<file path="config.mk">
export PLATFORM = sky130hd
export DESIGN_NAME = eth_tx_arbiter_flat
export DESIGN_NICKNAME = d
export VERILOG_FILES = /design/src/rtl/eth_tx_arbiter_if.sv /design/src/rtl/eth_tx_arbiter.sv /design/src/flat_wrapper.sv
export SDC_FILE = /design/constraint.sdc
export NUM_CORES = 1
export LEC_CHECK = 0
export CORE_MARGIN = 2
export CORE_UTILIZATION = 45
export DETAILED_ROUTE_END_ITERATION = 8
export PLACE_DENSITY_LB_ADDON = 0.08
export SKIP_CTS_REPAIR_TIMING = 1
export SKIP_LAST_GASP = 1
export SYNTH_ARGS = -nofsm -noshare
export SYNTH_HDL_FRONTEND = slang
export SYNTH_SLANG_ARGS = --single-unit
export TNS_END_PERCENT = 1
</file>
<file path="constraint.sdc">
create_clock -name i_eth_clk -period 2.8 [get_ports i_eth_clk]
set_input_delay 0.42 -clock i_eth_clk [delete_from_list [all_inputs] [get_ports i_eth_clk]]
set_output_delay 0.42 -clock i_eth_clk [all_outputs]
set_load 0.02 [all_outputs]
</file>
<file path="src/rtl/eth_tx_arbiter_if.sv">
// Engine-side bundle between eth_tx_arbiter (master) and the RGMII transmit engine (slave).
// Carries the start/busy handshake and the per-frame parameters latched by the arbiter.
interface eth_tx_arbiter_if;
  logic        i_eth_tx_busy;
  logic        o_eth_tx_start;
  logic [15:0] o_eth_tx_size;
  logic        o_eth_tx_lfsr_enable;
  logic [7:0]  o_gap_count;

  modport master (
    input  i_eth_tx_busy,
    output o_eth_tx_start,
    output o_eth_tx_size,
    output o_eth_tx_lfsr_enable,
    output o_gap_count
  );

  modport slave (
    output i_eth_tx_busy,
    input  o_eth_tx_start,
    input  o_eth_tx_size,
    input  o_eth_tx_lfsr_enable,
    input  o_gap_count
  );
endinterface

</file>
<file path="src/rtl/eth_tx_arbiter.sv">
// Round-robin scheduler sharing one RGMII TX engine among NUM_REQ frame sources.
// Define ETH_TX_ARB_STATS_EN to add saturating frame and timeout counters.
module eth_tx_arbiter #(
  parameter int NUM_REQ      = 4,
  parameter int START_HOLD   = 4,
  parameter int BUSY_TIMEOUT = 64,
  parameter int IDX_W        = 2
) (
  input  logic                   i_eth_clk,
  input  logic                   i_rst_n,
  input  logic [NUM_REQ-1:0]     i_req,
  input  logic [16*NUM_REQ-1:0]  i_size,
  input  logic [NUM_REQ-1:0]     i_lfsr_mode,
  input  logic [7:0]             i_gap_cfg,
  eth_tx_arbiter_if.master       tx,
  output logic [NUM_REQ-1:0]     o_grant,
  output logic [IDX_W-1:0]       o_mem_sel,
  output logic [NUM_REQ-1:0]     o_done,
  output logic [NUM_REQ-1:0]     o_timeout
`ifdef ETH_TX_ARB_STATS_EN
  ,
  output logic [31:0]            o_frame_cnt,
  output logic [15:0]            o_timeout_cnt
`endif
);

  localparam int CNT_MAX = (BUSY_TIMEOUT > START_HOLD) ? BUSY_TIMEOUT : START_HOLD;
  localparam int CNT_W   = $clog2(CNT_MAX + 1);

  typedef enum logic [2:0] {
    IDLE,
    START,
    WAIT_BUSY,
    WAIT_DONE,
    RELEASE
  } state_t;

  state_t             state_q, state_d;
  logic [CNT_W-1:0]   cnt_q, cnt_d;
  logic [IDX_W-1:0]   rr_ptr_q;

  logic               start_q;
  logic [NUM_REQ-1:0] grant_q;
  logic [IDX_W-1:0]   sel_q;
  logic [15:0]        size_q;
  logic               lfsr_q;
  logic [7:0]         gap_q;
  logic [NUM_REQ-1:0] done_q;
  logic [NUM_REQ-1:0] timeout_q;

  logic               arb_fire;
  logic               done_fire;
  logic               timeout_fire;

  // Round-robin pick: first requester at or above rr_ptr, wrapping.
  int                 cand;
  logic [IDX_W-1:0]   cand_idx;
  logic               pick_valid;
  logic [IDX_W-1:0]   pick_idx;
  logic [NUM_REQ-1:0] pick_grant;
  logic [15:0]        pick_size;
  logic               pick_lfsr;

  // NOTE: every variable driven here gets a default before any branch, so no
  // path leaves it unassigned and no latch is inferred.
  always_comb begin
    cand       = 0;
    cand_idx   = '0;
    pick_valid = 1'b0;
    pick_idx   = '0;
    for (int i = 0; i < NUM_REQ; i++) begin
      cand     = (int'(rr_ptr_q) + i) % NUM_REQ;
      cand_idx = IDX_W'(cand);
      if (!pick_valid && i_req[cand_idx]) begin
        pick_valid = 1'b1;
        pick_idx   = cand_idx;
      end
    end
  end

  always_comb begin
    pick_grant = '0;
    pick_size  = '0;
    pick_lfsr  = 1'b0;
    for (int k = 0; k < NUM_REQ; k++) begin
      if (pick_idx == IDX_W'(k)) begin
        pick_grant[k] = 1'b1;
        pick_size     = i_size[16*k +: 16];
        pick_lfsr     = i_lfsr_mode[k];
      end
    end
  end

  always_ff @(posedge i_eth_clk or negedge i_rst_n) begin
    if (!i_rst_n) begin
      state_q <= IDLE;
      cnt_q   <= '0;
    end else begin
      state_q <= state_d;
      cnt_q   <= cnt_d;
    end
  end

  // The shared counter times the start hold in START and the busy wait in WAIT_BUSY.
  always_comb begin
    state_d      = state_q;
    cnt_d        = cnt_q;
    arb_fire     = 1'b0;
    done_fire    = 1'b0;
    timeout_fire = 1'b0;
    case (state_q)
      IDLE: begin
        if (pick_valid && !tx.i_eth_tx_busy) begin
          arb_fire = 1'b1;
          state_d  = START;
          cnt_d    = '0;
        end
      end
      START: begin
        if (cnt_q == CNT_W'(START_HOLD - 1)) begin
          state_d = WAIT_BUSY;
          cnt_d   = '0;
        end else begin
          cnt_d = cnt_q + CNT_W'(1);
        end
      end
      WAIT_BUSY: begin
        // Busy wins over an expiring counter in the same cycle.
        if (tx.i_eth_tx_busy) begin
          state_d = WAIT_DONE;
        end else if (cnt_q == CNT_W'(BUSY_TIMEOUT - 1)) begin
          timeout_fire = 1'b1;
          state_d      = RELEASE;
        end else begin
          cnt_d = cnt_q + CNT_W'(1);
        end
      end
      WAIT_DONE: begin
        if (!tx.i_eth_tx_busy) begin
          done_fire = 1'b1;
          state_d   = RELEASE;
        end
      end
      RELEASE: state_d = IDLE;
      default: state_d = IDLE;
    endcase
  end

  // NOTE: the frame registers are reset as well, because every output must read
  // zero while i_rst_n is low, including mid-frame.
  always_ff @(posedge i_eth_clk or negedge i_rst_n) begin
    if (!i_rst_n) begin
      start_q   <= 1'b0;
      grant_q   <= '0;
      sel_q     <= '0;
      size_q    <= '0;
      lfsr_q    <= 1'b0;
      gap_q     <= '0;
      done_q    <= '0;
      timeout_q <= '0;
      rr_ptr_q  <= '0;
    end else begin
      // NOTE: sequential state uses non-blocking assignments so every register
      // sees pre-edge values regardless of statement order.
      start_q   <= (state_d == START);
      done_q    <= done_fire ? grant_q : '0;
      timeout_q <= timeout_fire ? grant_q : '0;
      if (arb_fire) begin
        grant_q <= pick_grant;
        sel_q   <= pick_idx;
        size_q  <= pick_size;
        lfsr_q  <= pick_lfsr;
        gap_q   <= i_gap_cfg;
      end
      // o_mem_sel deliberately keeps the last granted index after release.
      if (state_q == RELEASE) begin
        grant_q  <= '0;
        rr_ptr_q <= (sel_q == IDX_W'(NUM_REQ - 1)) ? '0 : sel_q + IDX_W'(1);
      end
    end
  end

`ifdef ETH_TX_ARB_STATS_EN
  logic [31:0] frame_cnt_q;
  logic [15:0] timeout_cnt_q;

  always_ff @(posedge i_eth_clk or negedge i_rst_n) begin
    if (!i_rst_n) begin
      frame_cnt_q   <= '0;
      timeout_cnt_q <= '0;
    end else begin
      if (done_fire && !(&frame_cnt_q)) frame_cnt_q <= frame_cnt_q + 32'd1;
      if (timeout_fire && !(&timeout_cnt_q)) timeout_cnt_q <= timeout_cnt_q + 16'd1;
    end
  end

  assign o_frame_cnt   = frame_cnt_q;
  assign o_timeout_cnt = timeout_cnt_q;
`endif

  assign tx.o_eth_tx_start       = start_q;
  assign tx.o_eth_tx_size        = size_q;
  assign tx.o_eth_tx_lfsr_enable = lfsr_q;
  assign tx.o_gap_count          = gap_q;
  assign o_grant                 = grant_q;
  assign o_mem_sel               = sel_q;
  assign o_done                  = done_q;
  assign o_timeout               = timeout_q;

endmodule

</file>
<file path="src/flat_wrapper.sv">
// flat-port wrapper written by rule: the top's interface ports become plain ports
module eth_tx_arbiter_flat 
#(
  parameter int NUM_REQ      = 4,
  parameter int START_HOLD   = 4,
  parameter int BUSY_TIMEOUT = 64,
  parameter int IDX_W        = 2
)
  (i_eth_clk, i_rst_n, i_req, i_size, i_lfsr_mode, i_gap_cfg, o_grant, o_mem_sel, o_done, o_timeout, tx_i_eth_tx_busy, tx_o_eth_tx_start, tx_o_eth_tx_size, tx_o_eth_tx_lfsr_enable, tx_o_gap_count);
  eth_tx_arbiter_if tx_i ();
  input  logic i_eth_clk;
  input  logic i_rst_n;
  input  logic [NUM_REQ-1:0] i_req;
  input  logic [16*NUM_REQ-1:0] i_size;
  input  logic [NUM_REQ-1:0] i_lfsr_mode;
  input  logic [7:0] i_gap_cfg;
  output logic [NUM_REQ-1:0] o_grant;
  output logic [IDX_W-1:0] o_mem_sel;
  output logic [NUM_REQ-1:0] o_done;
  output logic [NUM_REQ-1:0] o_timeout;
  input wire logic [$bits(tx_i.i_eth_tx_busy)-1:0] tx_i_eth_tx_busy;
  output wire logic [$bits(tx_i.o_eth_tx_start)-1:0] tx_o_eth_tx_start;
  output wire logic [$bits(tx_i.o_eth_tx_size)-1:0] tx_o_eth_tx_size;
  output wire logic [$bits(tx_i.o_eth_tx_lfsr_enable)-1:0] tx_o_eth_tx_lfsr_enable;
  output wire logic [$bits(tx_i.o_gap_count)-1:0] tx_o_gap_count;
  assign tx_i.i_eth_tx_busy = tx_i_eth_tx_busy;
  assign tx_o_eth_tx_start = tx_i.o_eth_tx_start;
  assign tx_o_eth_tx_size = tx_i.o_eth_tx_size;
  assign tx_o_eth_tx_lfsr_enable = tx_i.o_eth_tx_lfsr_enable;
  assign tx_o_gap_count = tx_i.o_gap_count;
  eth_tx_arbiter #(.NUM_REQ(NUM_REQ), .START_HOLD(START_HOLD), .BUSY_TIMEOUT(BUSY_TIMEOUT), .IDX_W(IDX_W)) u_core (.i_eth_clk(i_eth_clk), .i_rst_n(i_rst_n), .i_req(i_req), .i_size(i_size), .i_lfsr_mode(i_lfsr_mode), .i_gap_cfg(i_gap_cfg), .tx(tx_i), .o_grant(o_grant), .o_mem_sel(o_mem_sel), .o_done(o_done), .o_timeout(o_timeout));
endmodule
</file>
==> results.py <==
metrics = {
    "outcome": {
        "status": "complete, no violations",
    },
    "clocking": {
        "htree_levels": 2,
        "cts_buffers": 5,
        "clkSinkCount": 52,
        "insertion_delay_ns": 0.31,
        "root_buffer": "clkbuf_8",
        "clock_path_buffers": 2,
        "clkTransAtPathRegs_ns": 0.11,
        "cts_tree": "yes",
    },
    "yosys": {
        "yosysTopAreaCell": "dfrtp_1",
        "ys_ff_latch": 52,
        "ys.flop_type": "dfrtp_1",
        "synth.distinct_cells": 42,
        "syn_inst": 241,
        "seq_area_frac_synth_pct": 49.2,
        "synthArstFlopShare_pct": 100,
        "synthTopCellsByCount": "dfrtp_1, mux2i_1, nand2_1",
        "yosysMostFrequentCell": "dfrtp_1",
        "synth_area_per_cell_sq_um": 11.0,
        "synth.net_count": 326,
        "yosysTopAreaCellShare_pct": 49.2,
        "synth_area_leaders": "dfrtp_1, mux2i_1, o221ai_1",
        "synth_enable_flop_cells": 0,
        "syn_area_sq_um": 2640,
        "yosysWarnings": 0,
    },
    "die": {
        "die_h_um": 80.6,
        "die_x_um": 80.6,
        "rows": 27,
        "core_sq_um": 5570,
        "die_area_sq_um": 6500,
        "ios": 123,
        "initial_core_util_pct": 47.4,
    },
    "power": {
        "p_sw_share_pct": 39.7,
        "p_per_area_nw_per_um2": 895,
        "power_switching_uw": 1450,
        "leakage_uw": 0.00184,
        "irDropWorstVdd_mv": 0.642,
        "pwr-share-clk_pct": 12.5,
        "power_frac_seq_pct": 33.5,
        "internal_power_uw": 2200,
        "combPwrFrac_pct": 54.1,
    },
    "global_route": {
        "overflow": 0,
        "antenna_found_initial": 0,
        "grt_first_pass_wirelength_mm": 10.8,
        "track_usage_pct": 21.4,
        "grt_max_degree": 53,
        "grt_pass1_vias": 2245,
    },
    "worst_setup_path": {
        "critPathMaxFanout": 14,
        "startpoint_type": "input port",
        "ff2ff_path_depth": 6,
        "endpoint_kind": "flop",
        "r2r-start": "u_core.cnt_q[0]",
        "arrival_ns": 2.27,
        "critPathKind": "in -> reg",
        "critPathLaunch": "i_req[2]",
        "cp.required_ns": 2.97,
    },
    "final_layout": {
        "multi_input_area_sq_um": 1260,
        "n_antenna_cell": 0,
        "drive_above_1_share_pct": 10.9,
        "area_delta_synth_final_pct": 54.4,
        "nets": 452,
        "n_fill_cell": 413,
        "seqCellArea_sq_um": 1300,
    },
    "drt": {
        "firstDrtPassIters": 4,
        "routed_via_density": 5.36,
        "wl_per_cell_um": 15.5,
        "wirelength_mm": 6.84,
        "drtAntennaViolNets": 0,
        "first_iter_violations": 155,
        "vias": 2358,
        "drc": 0,
    },
    "sta": {
        "slew_headroom_pct": 67.2,
        "worst_slew_pin_slew_ns": 0.488,
        "drv_slew": 0,
        "finalSetupViolations": 0,
        "fin_crit_sh_pct": 75.0,
        "whs_ns": 0.0665,
        "fin_crit_ns": 2.10,
        "fmax_mhz": 476,
        "rsz0062_at_grt": "false",
        "setup_tns_ns": 0,
        "hold_viol": 0,
        "fin_skew_ns": 0.0144,
    },
    "placement": {
        "hpwl_mm": 5.21,
        "numPortBuffers": 122,
        "place_congestion": 0.848,
    },
    "hold_path": {
        "hold_path.class": "in -> async",
    },
    "flow_run": {
        "max_cap_violations": 0,
    },
}
cell families (layout without fill, tap and decap cells):
group	count (synthesis)	in the layout	share of synthesized area [%]
multiplexers	42	42	16.3
AO/OA/AOI/OAI	50	50	14.7
flip-flops	52	52	49.2
AND/OR/NAND/NOR	78	78	15.5
adder cells (fa/ha/maj)	2	2	0.947
buffers and inverters	17	144	3.27
state kept, by name, indices dropped and copies added, names as in the netlist, 2 cells and up:
signal and flops:
u_core.cnt_q 7, u_core.o_done 4, u_core.o_grant 4, u_core.o_mem_sel 2
u_core.o_timeout 4, u_core.rr_ptr_q 2, u_core.state_q 3, u_core.tx.o_eth_tx_size 16
u_core.tx.o_gap_count 8
per-stage QoR:
step | cells | util [%] | instance area (sq um) | total power, uW | setup slack, ns
after floorplan | 241 | - | 2640 | 2380 | 1.08
after global placement | 432 | 71.5 | 3990 | 3180 | 0.415
after detailed placement | 432 | 71.5 | 3990 | 3220 | 0.371
after CTS | 440 | 73.2 | 4080 | 3690 | 0.694
after global routing | 440 | 73.2 | 4080 | 3900 | 0.544
final | 440 | 73.2 | 4080 | 3650 | 0.701
layer usage:
layer / vias up / track usage [%] / wire length [um]
li1: 1136 / - / -
met1: 1138 / 28.4 / 2900
met2: 80 / 35.6 / 3420
met3: 4 / 5.39 / 448
met4: 0 / 3.90 / 66
met5: - / 0 / 0
worst paths after layout:
kind                                                to  slack (ns)
max in group asynchronous  u_core.tx.o_eth_tx_size[14]        2.47
setup / recovery           u_core.tx.o_eth_tx_size[13]        0.70
hold reg to reg             u_core.tx.o_eth_tx_size[6]        0.50
setup reg to reg                       u_core.cnt_q[6]        0.83
min in group i_eth_clk      u_core.tx.o_eth_tx_size[6]        0.50
hold / removal                     u_core.o_timeout[2]        0.07
worst max-delay path, cell delays in order:
cell and delay (ns):
clkdlybuf4s50_1 0.48, nor2b_1 0.29, nor4b_2 0.12, nor2_4 0.34, buf_4 0.26, mux2i_1 0.21
o221ai_1 0.15
final cells by class:
type,instances,share of cell area [%]
repair buffers,132,32.3
well taps,72,2.21
clock buffers,5,1.69
flip-flops and latches,52,31.9
multi-input cells,172,30.9
clock inverters,3,0.644
inverters,4,0.368
placed cells by master (no fill, tap or decap), drive strengths merged, types with 2 or more instances in the layout:
master / instances
a21oi: 4
a22o: 4
and2: 9
and3: 4
buf: 11
clkbuf: 5
clkdlybuf4s50: 121
clkinvlp: 2
dfrtp: 52
ha: 2
inv: 5
mux2: 9
mux2i: 33
nand2: 29
nand2b: 3
nand3: 6
nor2: 10
nor2b: 6
nor4: 3
o21ai: 13
o221ai: 16
o2bb2ai: 2
o31ai: 4
or4: 2
power groups by stage:
stage / Sequential (uW) / Combinational, uW / Clock, uW
finish: 1220 / 1980 / 455
global route: 1270 / 2140 / 497
CTS: 1230 / 1990 / 466
detailed placement: 1240 / 1980 / 0
global placement: 1230 / 1960 / 0
floorplan: 1470 / 916 / 0
Note: power is estimated with default switching activity, not from simulation.
